### src/rtl/port_receive_arbiter_if.sv
// Handshake bundle between the per-port receive FIFOs, the arbiter and the orchestrator ingress.
// The slave modport is the arbiter's view; the master modport is the surrounding environment.
interface port_receive_arbiter_if #(
    parameter int unsigned NUMBER_OF_PORTS = 4
);
    localparam int unsigned PortWidth = $clog2(NUMBER_OF_PORTS);

    logic [NUMBER_OF_PORTS-1:0]   port_receive_data_valid;
    logic [NUMBER_OF_PORTS*9-1:0] port_receive_data;
    logic                         downstream_ready;
    logic [NUMBER_OF_PORTS-1:0]   port_receive_data_enable;
    logic [8:0]                   grant_data;
    logic                         grant_data_valid;
    logic [PortWidth-1:0]         grant_port;
    logic                         frame_start;
    logic                         frame_done;
    logic [15:0]                  frame_byte_count;
    logic                         frame_error;

    modport master (
        output port_receive_data_valid,
        output port_receive_data,
        output downstream_ready,
        input  port_receive_data_enable,
        input  grant_data,
        input  grant_data_valid,
        input  grant_port,
        input  frame_start,
        input  frame_done,
        input  frame_byte_count,
        input  frame_error
    );

    modport slave (
        input  port_receive_data_valid,
        input  port_receive_data,
        input  downstream_ready,
        output port_receive_data_enable,
        output grant_data,
        output grant_data_valid,
        output grant_port,
        output frame_start,
        output frame_done,
        output frame_byte_count,
        output frame_error
    );
endinterface

### src/rtl/port_receive_arbiter.sv
// Frame-level round-robin arbiter: grants one port per frame and forwards its beats as a
// registered stream, reporting frame length and timeout / length cut-off terminations.
module port_receive_arbiter #(
    parameter int unsigned NUMBER_OF_PORTS = 4,
    parameter int unsigned TIMEOUT_CYCLES  = 1024,
    parameter int unsigned MAX_FRAME_BYTES = 1522
) (
    input logic                   clock,
    input logic                   reset,
    port_receive_arbiter_if.slave bus
);
    localparam int unsigned PortWidth = $clog2(NUMBER_OF_PORTS);
    localparam int unsigned IdleWidth = $clog2(TIMEOUT_CYCLES + 1);
    localparam logic [PortWidth-1:0] LastPort  = PortWidth'(NUMBER_OF_PORTS - 1);
    localparam logic [15:0]          MaxBeats  = 16'(MAX_FRAME_BYTES);
    localparam logic [IdleWidth-1:0] IdleLimit = IdleWidth'(TIMEOUT_CYCLES - 1);

    typedef enum logic [1:0] {StIdle, StTransfer, StClose} state_e;

    state_e               state_q, state_d;
    logic [PortWidth-1:0] last_grant_q, last_grant_d;
    logic [PortWidth-1:0] grant_port_q, grant_port_d;
    logic [15:0]          beat_count_q, beat_count_d;
    logic [IdleWidth-1:0] idle_count_q, idle_count_d;
    logic [8:0]           grant_data_q, grant_data_d;
    logic                 grant_data_valid_q, grant_data_valid_d;
    logic                 frame_start_q, frame_start_d;
    logic                 frame_done_q, frame_done_d;
    logic [15:0]          frame_byte_count_q, frame_byte_count_d;
    logic                 frame_error_q, frame_error_d;

    logic [8:0]           port_beat [NUMBER_OF_PORTS];
    logic [8:0]           granted_beat;
    logic                 pop;
    logic [15:0]          beat_next;
    logic                 rr_hit;
    logic [PortWidth-1:0] rr_winner;
    int unsigned          candidate;

    for (genvar g = 0; g < NUMBER_OF_PORTS; g++) begin : gen_unpack
        assign port_beat[g] = bus.port_receive_data[g*9 +: 9];
    end

    // First requester found walking upward from the port after the last owner.
    always_comb begin
        rr_hit    = 1'b0;
        rr_winner = '0;
        candidate = 0;
        for (int unsigned k = 1; k <= NUMBER_OF_PORTS; k++) begin
            candidate = (int'(last_grant_q) + k) % NUMBER_OF_PORTS;
            if (!rr_hit && bus.port_receive_data_valid[PortWidth'(candidate)]) begin
                rr_hit    = 1'b1;
                rr_winner = PortWidth'(candidate);
            end
        end
    end

    assign granted_beat = port_beat[grant_port_q];
    assign pop = (state_q == StTransfer) && bus.port_receive_data_valid[grant_port_q]
                 && bus.downstream_ready;
    assign beat_next = (beat_count_q == 16'hFFFF) ? beat_count_q : beat_count_q + 16'd1;

    always_comb begin
        bus.port_receive_data_enable               = '0;
        bus.port_receive_data_enable[grant_port_q] = pop;
    end

    always_comb begin
        state_d            = state_q;
        last_grant_d       = last_grant_q;
        grant_port_d       = grant_port_q;
        beat_count_d       = beat_count_q;
        idle_count_d       = idle_count_q;
        grant_data_d       = grant_data_q;
        grant_data_valid_d = 1'b0;
        frame_start_d      = 1'b0;
        frame_done_d       = 1'b0;
        frame_byte_count_d = frame_byte_count_q;
        frame_error_d      = frame_error_q;

        unique case (state_q)
            StIdle: begin
                if (rr_hit) begin
                    grant_port_d = rr_winner;
                    beat_count_d = '0;
                    idle_count_d = '0;
                    state_d      = StTransfer;
                end
            end
            StTransfer: begin
                if (pop) begin
                    beat_count_d       = beat_next;
                    idle_count_d       = '0;
                    grant_data_valid_d = 1'b1;
                    grant_data_d       = granted_beat;
                    frame_start_d      = (beat_count_q == 16'd0);
                    if (granted_beat[8] || beat_next == MaxBeats) begin
                        // A cut-off beat is forced to look like an end marker downstream.
                        grant_data_d[8]    = 1'b1;
                        frame_done_d       = 1'b1;
                        frame_byte_count_d = beat_next;
                        frame_error_d      = !granted_beat[8];
                        state_d            = StClose;
                    end
                end else if (idle_count_q == IdleLimit) begin
                    frame_done_d       = 1'b1;
                    frame_byte_count_d = beat_count_q;
                    frame_error_d      = 1'b1;
                    state_d            = StClose;
                end else begin
                    idle_count_d = idle_count_q + IdleWidth'(1);
                end
            end
            StClose: begin
                last_grant_d = grant_port_q;
                state_d      = StIdle;
            end
            default: state_d = StIdle;
        endcase
    end

    always_ff @(posedge clock) begin
        if (reset) begin
            state_q            <= StIdle;
            last_grant_q       <= LastPort;
            grant_port_q       <= '0;
            beat_count_q       <= '0;
            idle_count_q       <= '0;
            grant_data_q       <= '0;
            grant_data_valid_q <= 1'b0;
            frame_start_q      <= 1'b0;
            frame_done_q       <= 1'b0;
            frame_byte_count_q <= '0;
            frame_error_q      <= 1'b0;
        end else begin
            state_q            <= state_d;
            last_grant_q       <= last_grant_d;
            grant_port_q       <= grant_port_d;
            beat_count_q       <= beat_count_d;
            idle_count_q       <= idle_count_d;
            grant_data_q       <= grant_data_d;
            grant_data_valid_q <= grant_data_valid_d;
            frame_start_q      <= frame_start_d;
            frame_done_q       <= frame_done_d;
            frame_byte_count_q <= frame_byte_count_d;
            frame_error_q      <= frame_error_d;
        end
    end

    assign bus.grant_data       = grant_data_q;
    assign bus.grant_data_valid = grant_data_valid_q;
    assign bus.grant_port       = grant_port_q;
    assign bus.frame_start      = frame_start_q;
    assign bus.frame_done       = frame_done_q;
    assign bus.frame_byte_count = frame_byte_count_q;
    assign bus.frame_error      = frame_error_q;
endmodule

### src/flat_wrapper.sv
// flat-port wrapper written by rule: the top's interface ports become plain ports
module port_receive_arbiter_flat 
#(
    parameter int unsigned NUMBER_OF_PORTS = 4,
    parameter int unsigned TIMEOUT_CYCLES  = 1024,
    parameter int unsigned MAX_FRAME_BYTES = 1522
)
  (clock, reset, bus_port_receive_data_valid, bus_port_receive_data, bus_downstream_ready, bus_port_receive_data_enable, bus_grant_data, bus_grant_data_valid, bus_grant_port, bus_frame_start, bus_frame_done, bus_frame_byte_count, bus_frame_error);
  port_receive_arbiter_if #(.NUMBER_OF_PORTS(NUMBER_OF_PORTS)) bus_i ();
  input logic clock;
  input logic reset;
  input wire logic [$bits(bus_i.port_receive_data_valid)-1:0] bus_port_receive_data_valid;
  input wire logic [$bits(bus_i.port_receive_data)-1:0] bus_port_receive_data;
  input wire logic [$bits(bus_i.downstream_ready)-1:0] bus_downstream_ready;
  output wire logic [$bits(bus_i.port_receive_data_enable)-1:0] bus_port_receive_data_enable;
  output wire logic [$bits(bus_i.grant_data)-1:0] bus_grant_data;
  output wire logic [$bits(bus_i.grant_data_valid)-1:0] bus_grant_data_valid;
  output wire logic [$bits(bus_i.grant_port)-1:0] bus_grant_port;
  output wire logic [$bits(bus_i.frame_start)-1:0] bus_frame_start;
  output wire logic [$bits(bus_i.frame_done)-1:0] bus_frame_done;
  output wire logic [$bits(bus_i.frame_byte_count)-1:0] bus_frame_byte_count;
  output wire logic [$bits(bus_i.frame_error)-1:0] bus_frame_error;
  assign bus_i.port_receive_data_valid = bus_port_receive_data_valid;
  assign bus_i.port_receive_data = bus_port_receive_data;
  assign bus_i.downstream_ready = bus_downstream_ready;
  assign bus_port_receive_data_enable = bus_i.port_receive_data_enable;
  assign bus_grant_data = bus_i.grant_data;
  assign bus_grant_data_valid = bus_i.grant_data_valid;
  assign bus_grant_port = bus_i.grant_port;
  assign bus_frame_start = bus_i.frame_start;
  assign bus_frame_done = bus_i.frame_done;
  assign bus_frame_byte_count = bus_i.frame_byte_count;
  assign bus_frame_error = bus_i.frame_error;
  port_receive_arbiter #(.NUMBER_OF_PORTS(NUMBER_OF_PORTS), .TIMEOUT_CYCLES(TIMEOUT_CYCLES), .MAX_FRAME_BYTES(MAX_FRAME_BYTES)) u_core (.clock(clock), .reset(reset), .bus(bus_i));
endmodule
### config.mk
export PLATFORM = sky130hd
export DESIGN_NAME = port_receive_arbiter_flat
export DESIGN_NICKNAME = d
export VERILOG_FILES = /design/src/rtl/port_receive_arbiter_if.sv /design/src/rtl/port_receive_arbiter.sv /design/src/flat_wrapper.sv
export SDC_FILE = /design/constraint.sdc
export NUM_CORES = 1
export LEC_CHECK = 0
export CORE_MARGIN = 4
export CORE_UTILIZATION = 57
export CTS_BUF_LIST = sky130_fd_sc_hd__clkbuf_4
export CTS_CLUSTER_DIAMETER = 30
export CTS_CLUSTER_SIZE = 10
export DETAILED_ROUTE_END_ITERATION = 8
export GPL_ROUTABILITY_DRIVEN = 0
export PLACE_DENSITY = 0.88
export SYNTH_ARGS = -nofsm -noshare
export SYNTH_HDL_FRONTEND = slang
export SYNTH_SLANG_ARGS = --single-unit
### constraint.sdc
create_clock -name clock -period 5.7 [get_ports clock]
set_input_delay 0.855 -clock clock [delete_from_list [all_inputs] [get_ports clock]]
set_output_delay 0.855 -clock clock [all_outputs]
set_load 0.005 [all_outputs]
### After elaboration in Yosys (flattened, before gate mapping)

Index checks and enable logic that the tools add are counted.

| cells by class | value |
|---|---|
| add/sub/neg operators | 6 |
| $lt $le $gt $ge | 7 |
| eq/ne operators | 11 |
| mux-type cells | 47 |
| bitwise logic cells | 4 |
| reduce and logical (&&, ||, !) cells | 23 |

Operators by type and width:

| kind | count |
|---|---|
| two-way mux 16 bit | 6 |
| two-way mux 11 bit | 3 |
| one-hot mux 16 bit (2 select lines) | 1 |
| one-hot mux 11 bit (2 select lines) | 1 |
| binary-select mux 9 bit (select 2 bit) | 1 |
| two-way mux 1 bit | 18 |
| two-way mux 9 bit | 2 |
| adder 16 x 1 -> 16 bit (second input constant) | 1 |
| == test 16 x 11 -> 1 bit (second input constant) | 1 |
| == test 16 bit (second input constant) | 1 |
| logical NOT 16 bit | 1 |
| two-way mux 2 bit | 8 |
| < comparator 2 x 3 -> 1 bit (second input constant) | 5 |
| AND reduction 3 bit | 4 |
| adder 11 x 1 -> 11 bit (second input constant) | 1 |
| == test 11 x 10 -> 1 bit (second input constant) | 1 |
| binary-select mux 1 bit (select 2 bit) | 5 |
| logical AND 1 bit | 6 |
| inequality test 3 x 2 -> 1 bit (second input constant) | 2 |
| adder 2 x 1 -> 2 bit (second input constant) | 2 |
| adder 2 bit (second input constant) | 2 |
| AND 4 bit | 1 |
| logical NOT 1 bit | 4 |
| inequality test 2 x 1 -> 1 bit (second input constant) | 2 |
| 16 further kinds | 19 |

| word-level totals | value |
|---|---|
| register bits after elaboration | 62 |
| input port bits | 43 |
| output and inout bits | 35 |

### Depth between registers and ports, before layout

| logic depth | value |
|---|---|
| word-level depth | 15 |
| mapped depth | 12 |
| gate-level depth less buffers | 9 |

### Worst setup path before layout

Ideal clock, no wire load.

| path | value |
|---|---|
| path type | input-to-output |
| start point | in bus_port_receive_data_valid[3] |
| end point | out bus_port_receive_data_enable[2] |
| arrival | 2.160 ns |
| required time | 4.845 ns |
| slack | 2.685 ns |
| cell stages on the path | 5 |
| path buffers | 2 |
| cells stage by stage | mux4_2 nand3_1 clkbuf_1 buf_1 nor3b_1 |

| on the way | value |
|---|---|
| cells in the longest elaborated chain, start to end | 5 |

RTL lines:

| what | RTL line | text |
|---|---|---|
| start, declared | flat_wrapper.sv:12 | `input wire logic [$bits(bus_i.port_receive_data_valid)-1:0] bus_port_receive_data_valid;` |
| binary-select mux 1 bit (select 2 bit) | port_receive_arbiter.sv:59 | `assign pop = (state_q == StTransfer) && bus.port_receive_data_valid[grant_port_q]` |
| two-way mux 1 bit (implied by the code) | port_receive_arbiter.sv:59 |  |
| logical AND 1 bit | port_receive_arbiter.sv:59 |  |
| logical AND 1 bit | port_receive_arbiter.sv:60 | `&& bus.downstream_ready;` |
| AND 4 bit (no source line) | -- |  |
| end, declared | flat_wrapper.sv:15 | `output wire logic [$bits(bus_i.port_receive_data_enable)-1:0] bus_port_receive_data_enable;` |

No other way between the ends. The select of a mux whose other input is x is not followed.

### Worst setup path in the final report

| path | value |
|---|---|
| start point | reg u_core.beat_count_q[3] |
| end point | reg u_core.frame_byte_count_q[2], in the netlist u_core.bus.frame_byte_count[2] |

| on the way | value |
|---|---|
| cells in the longest elaborated chain, start to end | 6 |
| elaborated cells between the ends (all ways) | 9 |
| classes of those cells | add/sub: 1; eq/ne: 3; mux: 3; reduce/logical: 2 |

RTL lines:

| what | RTL line | text |
|---|---|---|
| start, declared | port_receive_arbiter.sv:23 | `logic [15:0] beat_count_q, beat_count_d;` |
| start signal, assigned | port_receive_arbiter.sv:139 | `beat_count_q <= beat_count_d;` |
| adder 16 x 1 -> 16 bit / == test 16 bit (equally long branches) | port_receive_arbiter.sv:61 | `assign beat_next = (beat_count_q == 16'hFFFF) ? beat_count_q : beat_count_q + 16'd1;` |
| two-way mux 16 bit * | port_receive_arbiter.sv:61 |  |
| == test 16 x 11 -> 1 bit | port_receive_arbiter.sv:97 | `if (granted_beat[8] \|\| beat_next == MaxBeats) begin` |
| logical OR 1 bit | port_receive_arbiter.sv:97 |  |
| inequality test 2 bit (no source line) | -- |  |
| AND reduction 3 bit (no source line) | -- |  |
| end signal, assigned | port_receive_arbiter.sv:145 | `frame_byte_count_q <= frame_byte_count_d;` |
| end, declared | port_receive_arbiter.sv:29 | `logic [15:0] frame_byte_count_q, frame_byte_count_d;` |

Mark *: on every way between the ends. The rest lies on a longest branch, timed or not. The select of a mux whose other input is x is not followed.
A chain may end at the register's enable or synchronous reset.

==> impl_results.md <==
- Status: finished clean
- Largest net degree at the start of global routing: 58
- Die height: 87.7 um
- Seq/Total Area, Yosys: 34.3%
- Reg2Reg Depth: 8
- Syn Inst Count: 426
- CTS Buffer Depth: 2
- Final Cycle Share: 66.6%
- Power per cell area: 203 nW/um2
- I/O pin cnt: 78
- Relative slew slack: 27.5%
- First-pass GRT wire length: 16,100 um
- Hold path cells: 2
- Max Slew Vio Count: 0
- Crit-path cells: nand3_2 > or2_1 > or4_4 > xnor2_2 > a2111oi_1 > nand4_2 > nand2_2 > mux2_2
- Initial antenna violation count: 0
- Post-synth ARST share: 0%
- Core Footprint: 6030 um2
- CTS resizes: 0
- Top_reg_cell synth: dfxtp_1
- Crit path launch: u_core.beat_count_q[3]
- Worst setup path class: flop to flop
- Initial DRT Pass Iterations: 5
- Worst path bufs/invs: 0
- Library cells used by synthesis: 62
- Initial DRC count: 270
- Max H-tree Level: 3
- Gr usage total: 27.1%
- Static Leak: 1.50 nW
- Fin. Hold Viols: 0
- Max-Cap Viols: 0
- CP required: 6.02 ns
- Critical path arrival: 4.12 ns
- Syn nets: 472
- Mapped Area: 3620 um2
- Final worst path period need: 3.80 ns
- HPWL reported at the end of detailed placement: 6890 um
- Reg2Reg Setup Slack: 1.90 ns
- Placed cells: 547
- # nets final: 529
- Power Total: 0.905 mW
- Warnings from Yosys: 0
- Crit start category: flop
- Hold path endpoint: u_core.bus.grant_data[2]
- CTS tree: done
- Setup TNS Final: 0 ns
- Hold Crit Class: flop to flop
- FF+latch count, synth: 62
- CP delay by family, top: simple AND/OR/NAND/NOR gates
- Port Buffer Count: 77
- # rows: 28
- Die area: 7690 um2
- Share of cells above drive strength 1: 11.5%
- Post CTS Setup Buffer Count: 0
- VDD IR max: 0.170 mV
- RSZ-0062 raised after global routing: no
- Fmax: 263 MHz
- DR vias: 3,516
- Crit Reg-Reg Endpoint: u_core.bus.frame_byte_count[2]
- Setup violations, final: 0
- Worst-margin pin slew: 1.09 ns
- Starting Density: 60.1%
- Final WL: 9820 um
- Mean Syn Cell Area: 8.50 um2
- Worst path max stage delay: 0.61 ns
- Post-DRT Antenna Nets: 0
- Crit end category: flop
- Worst r2r src: u_core.beat_count_q[3]
- CTS clk-pin slew, worst paths: 0.12 ns
- Clock skew: 0.0153 ns
- Clock Sinks: 62
- # DRC: 0
- Die boundary width: 87.7 um
- CTS root buf: clkbuf_4
- Area growth, synth to finish: 23.3%
- Wire length per cell: 17.4 um
- Worst-Skew Late Latency: 0.43 ns
- CP Max Fanout: 17
- EDFF count, synth: 0
- Grt ovf: 0
- Final std cells w/o fill: 563
- Vias/cell: 6.25
- Antenna Diode Count: 0
- Hold Crit Start: u_core.bus.grant_data[2]
- # hold bufs at CTS: 0
- Vias in the first global route: 3,367
- Critical-path top delay cell: dfxtp_1
- CTS buffer count: 9
## sequential cells by signal, indices dropped and copies added (netlist names)
name / cells
u_core.beat_count_q: 16
u_core.bus.frame_byte_count: 16
u_core.bus.frame_done: 1
u_core.bus.frame_error: 1
u_core.bus.frame_start: 1
u_core.bus.grant_data: 9
u_core.bus.grant_data_valid: 1
u_core.bus.grant_port: 2
u_core.idle_count_q: 11
u_core.last_grant_q: 2
u_core.state_q: 2
## worst max-delay path by stage
stage | end | depth (start not counted)
2_1_floorplan | bus_port_receive_data_enable[2] | 5
3_3_place_gp | u_core.bus.frame_byte_count[2] | 9
3_5_place_dp | u_core.bus.frame_byte_count[2] | 9
4_1_cts | bus_port_receive_data_enable[2] | 6
5_1_grt | u_core.bus.frame_byte_count[2] | 9
6_report | u_core.bus.frame_byte_count[2] | 8
## through the flow
step / util (%) / instance area, um2 / worst slack [ns] / hold slack, ns
6_report: 74.1 / 4470 / 1.90 / 0.468
5_1_grt: 74.1 / 4470 / 1.63 / 0.508
4_1_cts: 74.1 / 4470 / 1.95 / 0.472
3_5_place_dp: 71.9 / 4330 / 1.72 / 0.456
3_3_place_gp: 71.9 / 4330 / 1.88 / 0.441
2_1_floorplan: - / 3620 / 2.68 / 0.453
## per-layer routing
metal / track usage, % / vias up / part of all wire, %
met3: 8.18 / 31 / 9.6
met5: 0 / - / 0
met4: 12.0 / 0 / 2.9
li1: - / 1643 / -
met1: 33.1 / 1642 / 41
met2: 44.2 / 200 / 46
## report_power, final
group / internal (mW) / leakage, nW / total (mW) / switching, mW
combinational: 0.0800 / 0.928 / 0.146 / 0.0656
clock: 0.140 / 0.0719 / 0.305 / 0.165
sequential: 0.445 / 0.502 / 0.455 / 0.00960
total: 0.665 / 1.50 / 0.905 / 0.240
## logic make-up (layout without fill, tap and decap cells)
logic type | Yosys count | count (layout) | synth area share, %
compound gates | 90 | 90 | 16.2
simple gates | 193 | 193 | 29.9
flops | 62 | 62 | 34.3
buf+inv | 43 | 105 | 5.73
fa+ha+maj | 3 | 3 | 1.04
xor+xnor | 17 | 17 | 4.32
mux | 18 | 18 | 8.50
## tightest hold or removal path, stage by stage, from the launching register on
cell	delay [ns]
dfxtp_1	0.32
nand2_1	0.05
a21oi_1	0.06
## final cells by class
| type | instances | area (um2) |
|---|---|---|
| Clock buffer | 11 | 82.6 |
| Tap cell | 75 | 93.8 |
| Sequential cell | 62 | 1240 |
| Fill cell | 438 | 1560 |
| Inverter | 8 | 30.0 |
| Clock inverter | 5 | 50.0 |
| Multi-Input combinational cell | 321 | 2170 |
| Timing Repair Buffer | 81 | 796 |
## placed cells by master (no fill, tap or decap), types with 3 or more instances in the layout
cell	instances
clkdlybuf4s50_1	76
dfxtp_1	62
nand2_1	52
nor2_1	49
a21oi_1	46
and3b_1	14
nand3_1	12
o21ai_0	11
clkbuf_4	11
mux4_2	10
nor3_1	9
nor4_1	9
inv_1	8
nand2b_1	8
xnor2_1	8
xor2_1	8
a211oi_2	8
a211oi_1	6
mux2i_1	6
nor2b_1	4
nor3b_1	4
a311oi_1	4
buf_4	4
and4_1	3
or3_1	3
nand4_1	3
or2_2	3
ha_1	3
## Yosys cell counts, types with 2 or more instances
cell type / n / area [um2]
a211oi_1: 6 / 45.0
a211oi_2: 8 / 100
a21oi_1: 46 / 230
a311oi_1: 4 / 35.0
and3_1: 2 / 12.5
and3b_1: 14 / 123
and4_1: 3 / 26.3
buf_1: 2 / 7.51
buf_2: 12 / 60.1
buf_4: 2 / 15.0
buf_6: 3 / 33.8
clkbuf_1: 15 / 56.3
dfxtp_1: 62 / 1240
ha_1: 3 / 37.5
inv_1: 8 / 30.0
mux2_2: 2 / 22.5
mux2i_1: 6 / 60.1
mux4_2: 10 / 225
nand2_1: 52 / 195
nand2b_1: 8 / 50.1
nand3_1: 12 / 60.1
nand3_2: 2 / 20.0
nand4_1: 3 / 18.8
nand4_2: 2 / 25.0
nand4_4: 2 / 42.5
nor2_1: 49 / 184
nor2b_1: 4 / 25.0
nor3_1: 9 / 45.0
nor3b_1: 4 / 30.0
nor4_1: 9 / 56.3
nor4_4: 2 / 42.5
o21ai_0: 11 / 55.1
or2_2: 3 / 18.8
or3_1: 3 / 18.8
or4_1: 2 / 15.0
xnor2_1: 8 / 70.1
xor2_1: 8 / 70.1
No activity file was read; power rests on OpenSTA's default activity.
==> edit 1, RTL diff (config.mk and constraints unchanged) <==
`NUMBER_OF_PORTS` is set to 4 in 3 places; all go to 2.
--- a/src/rtl/port_receive_arbiter_if.sv
+++ b/src/rtl/port_receive_arbiter_if.sv
@@ -2,5 +2,5 @@
 // The slave modport is the arbiter's view; the master modport is the surrounding environment.
 interface port_receive_arbiter_if #(
-    parameter int unsigned NUMBER_OF_PORTS = 4
+    parameter int unsigned NUMBER_OF_PORTS = 2
 );
     localparam int unsigned PortWidth = $clog2(NUMBER_OF_PORTS);
--- a/src/rtl/port_receive_arbiter.sv
+++ b/src/rtl/port_receive_arbiter.sv
@@ -2,5 +2,5 @@
 // registered stream, reporting frame length and timeout / length cut-off terminations.
 module port_receive_arbiter #(
-    parameter int unsigned NUMBER_OF_PORTS = 4,
+    parameter int unsigned NUMBER_OF_PORTS = 2,
     parameter int unsigned TIMEOUT_CYCLES  = 1024,
     parameter int unsigned MAX_FRAME_BYTES = 1522
--- a/src/flat_wrapper.sv
+++ b/src/flat_wrapper.sv
@@ -2,5 +2,5 @@
 module port_receive_arbiter_flat 
 #(
-    parameter int unsigned NUMBER_OF_PORTS = 4,
+    parameter int unsigned NUMBER_OF_PORTS = 2,
     parameter int unsigned TIMEOUT_CYCLES  = 1024,
     parameter int unsigned MAX_FRAME_BYTES = 1522
Interface: changed (resized bus_grant_port, bus_port_receive_data, bus_port_receive_data_enable and bus_port_receive_data_valid); port bits go from 78 to 55. The function was not compared with the original's and may differ.
==> edit 1 against the unedited design <==
- total power down 1.6%
- cell area down 11%
- sequential cell count down 2
- synthesized area down 10%
- worst setup slack better by 0.35 ns
- wire length down 16%
- critical path depth down 4
- non-clock buffer count down 25
- global-route usage down 2.6 points
- sequential share of layout area up 2.6 points
- count of clock-buffer cells in the layout unchanged
- final cell count down 7.3%
==> edit 1: results <==
[setup_path]
crit_fanout = 9
r2r_end = "u_core.bus.frame_byte_count[12]"
cp_data_arrival_time_ns = 2.59
cp-startpoint = "bus_port_receive_data_valid[1]"
crit_end = "bus_port_receive_data_enable[1]"
rr_startpoint = "u_core.beat_count_q[1]"
r2r_slack_ns = 2.48

[global_routing]
use_met2_pct = 39.7
track_usage_pct = 24.6
gr-usage-met1_pct = 30.3
met3_usage_pct = 7.21

[synthesis]
synth-seq-area-share_pct = 37.0
synth_top_area_share_pct = 37.0
yosys-top-cells-area = "dfxtp_1, nor2_1, a21oi_1"
yosys.area_share.adder_pct = 1.16
synthMuxAreaShare_pct = 7.13
synth_compound_area_share_pct = 18.6

[worst_hold_path]
min_to = "u_core.bus.grant_data[4]"
min_from = "u_core.bus.grant_data[4]"

[final_layout]
post-route-util_pct = 71.8
instances_no_fill = 522
nFillCells = 440

[pwr]
p_per_area_nw_per_um2 = 225
powerSeq_mw = 0.430
max-vdd-ir-drop_mv = 0.193
p_comb_mw = 0.0744

[outcome]
status = "completed"

[placement]
dpl_cell_area_um2 = 3770
port_buffers = 54

[cts]
path_clk_slew_ns = 0.10

[timing]
hold_slack_ns = 0.460
finClkSkew_ns = 0.0183
clock.fmax_mhz = 290
maxSlewHeadroom_pct = 39.0

[routing]
routedLengthMet1_um = 3390
wl_met3_um = 679
dr_wl_met2_um = 3880
-- edit 1: cell types whose count changed in the layout (fill, tap and decap cells not counted), moves of 7 or more --
cell | unedited run | this run
a211oi_2 | 8 | 0
a21oi_1 | 46 | 29
a22oi_1 | 0 | 8
and3b_1 | 14 | 0
clkdlybuf4s50_1 | 76 | 53
mux2_2 | 2 | 9
mux4_2 | 10 | 0
nand2_1 | 52 | 37
nand4_1 | 3 | 11
nor2b_1 | 4 | 15
nor3_1 | 9 | 16
o21ai_0 | 11 | 18
-- edit 1: final cells by class --
class / count / share of cell area, %
Timing Repair Buffer: 56 / 13.9
Multi-Input combinational cell: 306 / 47.7
Tap cell: 72 / 2.28
Clock inverter: 5 / 2.53
Clock buffer: 11 / 2.09
Sequential cell: 60 / 30.4
Inverter: 12 / 1.14
-- edit 1: worst max-delay path, cell delays in order --
cell,delay (ns)
clkdlybuf4s50_1,0.55
nand2_1,0.12
nor2_1,0.45
clkdlybuf4s50_1,0.61
==> edit 2, RTL diff (same settings) <==
Made on the original files. Reset style: asynchronous (`reset`), changed in one clocked block.
--- a/src/rtl/port_receive_arbiter.sv
+++ b/src/rtl/port_receive_arbiter.sv
@@ -120,5 +120,5 @@
     end
 
-    always_ff @(posedge clock) begin
+    always_ff @(posedge clock or posedge reset) begin
         if (reset) begin
             state_q            <= StIdle;
Behaviour: differs if reset is asserted again (counterexample within 4 cycles, from zero or initial values and one cycle with reset high); with reset held inactive, the same outputs for 4 cycles.
==> edit 2 against the unedited design <==
- wire length shrank 17%
- core utilization grew 2.7 points
- sequential cell count is the same
- cell area shrank 3.0%
- sequential share of layout area grew 8.1 points
- critical endpoint is now u_core.bus.frame_byte_count[0]
- critical path depth shrank 3
- worst setup slack gained 0.37 ns
- synthesized area shrank 6.0%
- die area shrank 5.5%
Power is not compared: it rests on default switching activity, and its combinational part moved more than twofold at a synthesized area within 25%.
==> edit 2: results <==
[setup_path]
crit_fanout = 18

[synthesis]
yosys-top-cells-count = "dfrtp_1, nand2_1, nor2_1"
synthDistinctLibCells = 52
synth-seq-area-share_pct = 45.7
async_reset_ff_share_pct = 100
ys.warnings.count = 0
synth_compound_area_share_pct = 9.12
synth_nets = 395
yosys.area_share.adder_pct = 1.10
synthXorXnorAreaFrac_pct = 2.83
synthMuxAreaShare_pct = 14.3
yosys-top-cells-area = "dfrtp_1, mux4_2, nand2_1"
synth_top_flop_cell = "dfrtp_1"

[cts]
cts_setup_buffers = 0
cts_root_buf = "clkbuf_4"
numCtsBuffers = 9
clock_latency_ns = 0.41
path_clk_slew_ns = 0.10
htree_num_levels = 3
cts_buffer_depth = 2
postCtsResizedCells = 0

[global_routing]
antenna_found_initial = 0
track_usage_pct = 24.0
grt_pass1_wl_um = 13900
grt_max_degree = 63

[outcome]
status = "completed"

[pwr]
leakagePower_nw = 1.93
max-vdd-ir-drop_mv = 0.233

[routing]
wl_met3_um = 436
viasPerCell = 5.72
top_layer_used = "met4"
first_iter_violations = 220
dr_wl_met2_um = 4130
drtPass1Iterations = 5
wl_per_cell_um = 16.4
routedLengthMet1_um = 3430

[worst_hold_path]
hold_path.class = "reg -> reg"

[final_layout]
diodes = 0
drive_gt1_share_pct = 8.64
fin_nets = 469

[timing]
finClkSkew_ns = 0.0201
maxSlewHeadroom_pct = 21.1

[placement]
port_buffers = 77
dpl.hpwl_um = 6170
-- edit 2: changes by cell type in the layout (fill, tap and decap cells not counted), moves of 8 or more --
cell      before  now
a211oi_2       8    0
a21oi_1       46    9
and3b_1       14    1
dfrtp_1        0   60
dfxtp_1       62    0
inv_1          8   23
mux2i_1        6   17
nor2_1        49   26
o21ai_0       11   19
-- edit 2: power breakdown --
part	switching [mW]	total (mW)	leakage, nW	internal [mW]
Sequential	0.110	0.643	0.830	0.533
Clock	0.154	0.302	0.0773	0.147
Combinational	0.266	0.577	1.02	0.311
-- edit 2: area by class of cell --
type,instances,area (um^2)
Tap cell,72,90.1
Timing Repair Buffer,79,786
Clock buffer,12,90.1
Inverter,24,90.1
Multi-Input combinational cell,247,1670
Clock inverter,4,47.5
Sequential cell,62,1550
Fill cell,383,1310
-- edit 2: worst paths after layout --
check,startpoint,end,slack (ns),cells past startpoint
min,u_core.bus.grant_data[2],u_core.bus.grant_data[2],0.49,2
max in group asynchronous,reset,u_core.bus.grant_data[2],4.20,3
min reg2reg,u_core.bus.grant_data[2],u_core.bus.grant_data[2],0.49,2
max reg2reg,u_core.bus.grant_port[0],u_core.bus.frame_byte_count[0],2.27,5
max,u_core.bus.grant_port[0],u_core.bus.frame_byte_count[0],2.27,5
min in group asynchronous,reset,u_core.beat_count_q[1],0.98,3
-- edit 2: kinds of logic (layout without fill, tap and decap cells) --
family,Yosys count,in the layout
flops,62,62
simple gates,150,150
buf+inv,40,119
fa+ha+maj,3,3
compound gates,48,48
mux,35,35
xor+xnor,11,11
-- edit 2: worst max-delay path, cell delays in order, from the launching register on --
cell,delay [ns]
dfrtp_1,0.91
mux4_2,0.66
nand2_2,0.32
nor3b_1,0.13
a21boi_2,0.89
mux2_1,0.39
-- edit 2: per-layer routing --
metal / vias up / track usage (%)
li1: 1379 / -
met1: 1358 / 30.0
met2: 106 / 39.8
met3: 18 / 5.53
met4: 0 / 10.5
met5: - / 0
-- edit 2: metrics by stage --
| stage | instance area (um^2) | std cells | setup WS, ns | total power [mW] |
|---|---|---|---|---|
| finish | 4330 | 500 | 2.27 | 1.52 |
| global placement | 4190 | 484 | 2.01 | 1.20 |
| floorplan | 3400 | 349 | 3.22 | 0.982 |
| global route | 4330 | 500 | 2.02 | 1.63 |
| detailed placement | 4190 | 484 | 1.86 | 1.24 |
| CTS | 4330 | 500 | 2.21 | 1.53 |
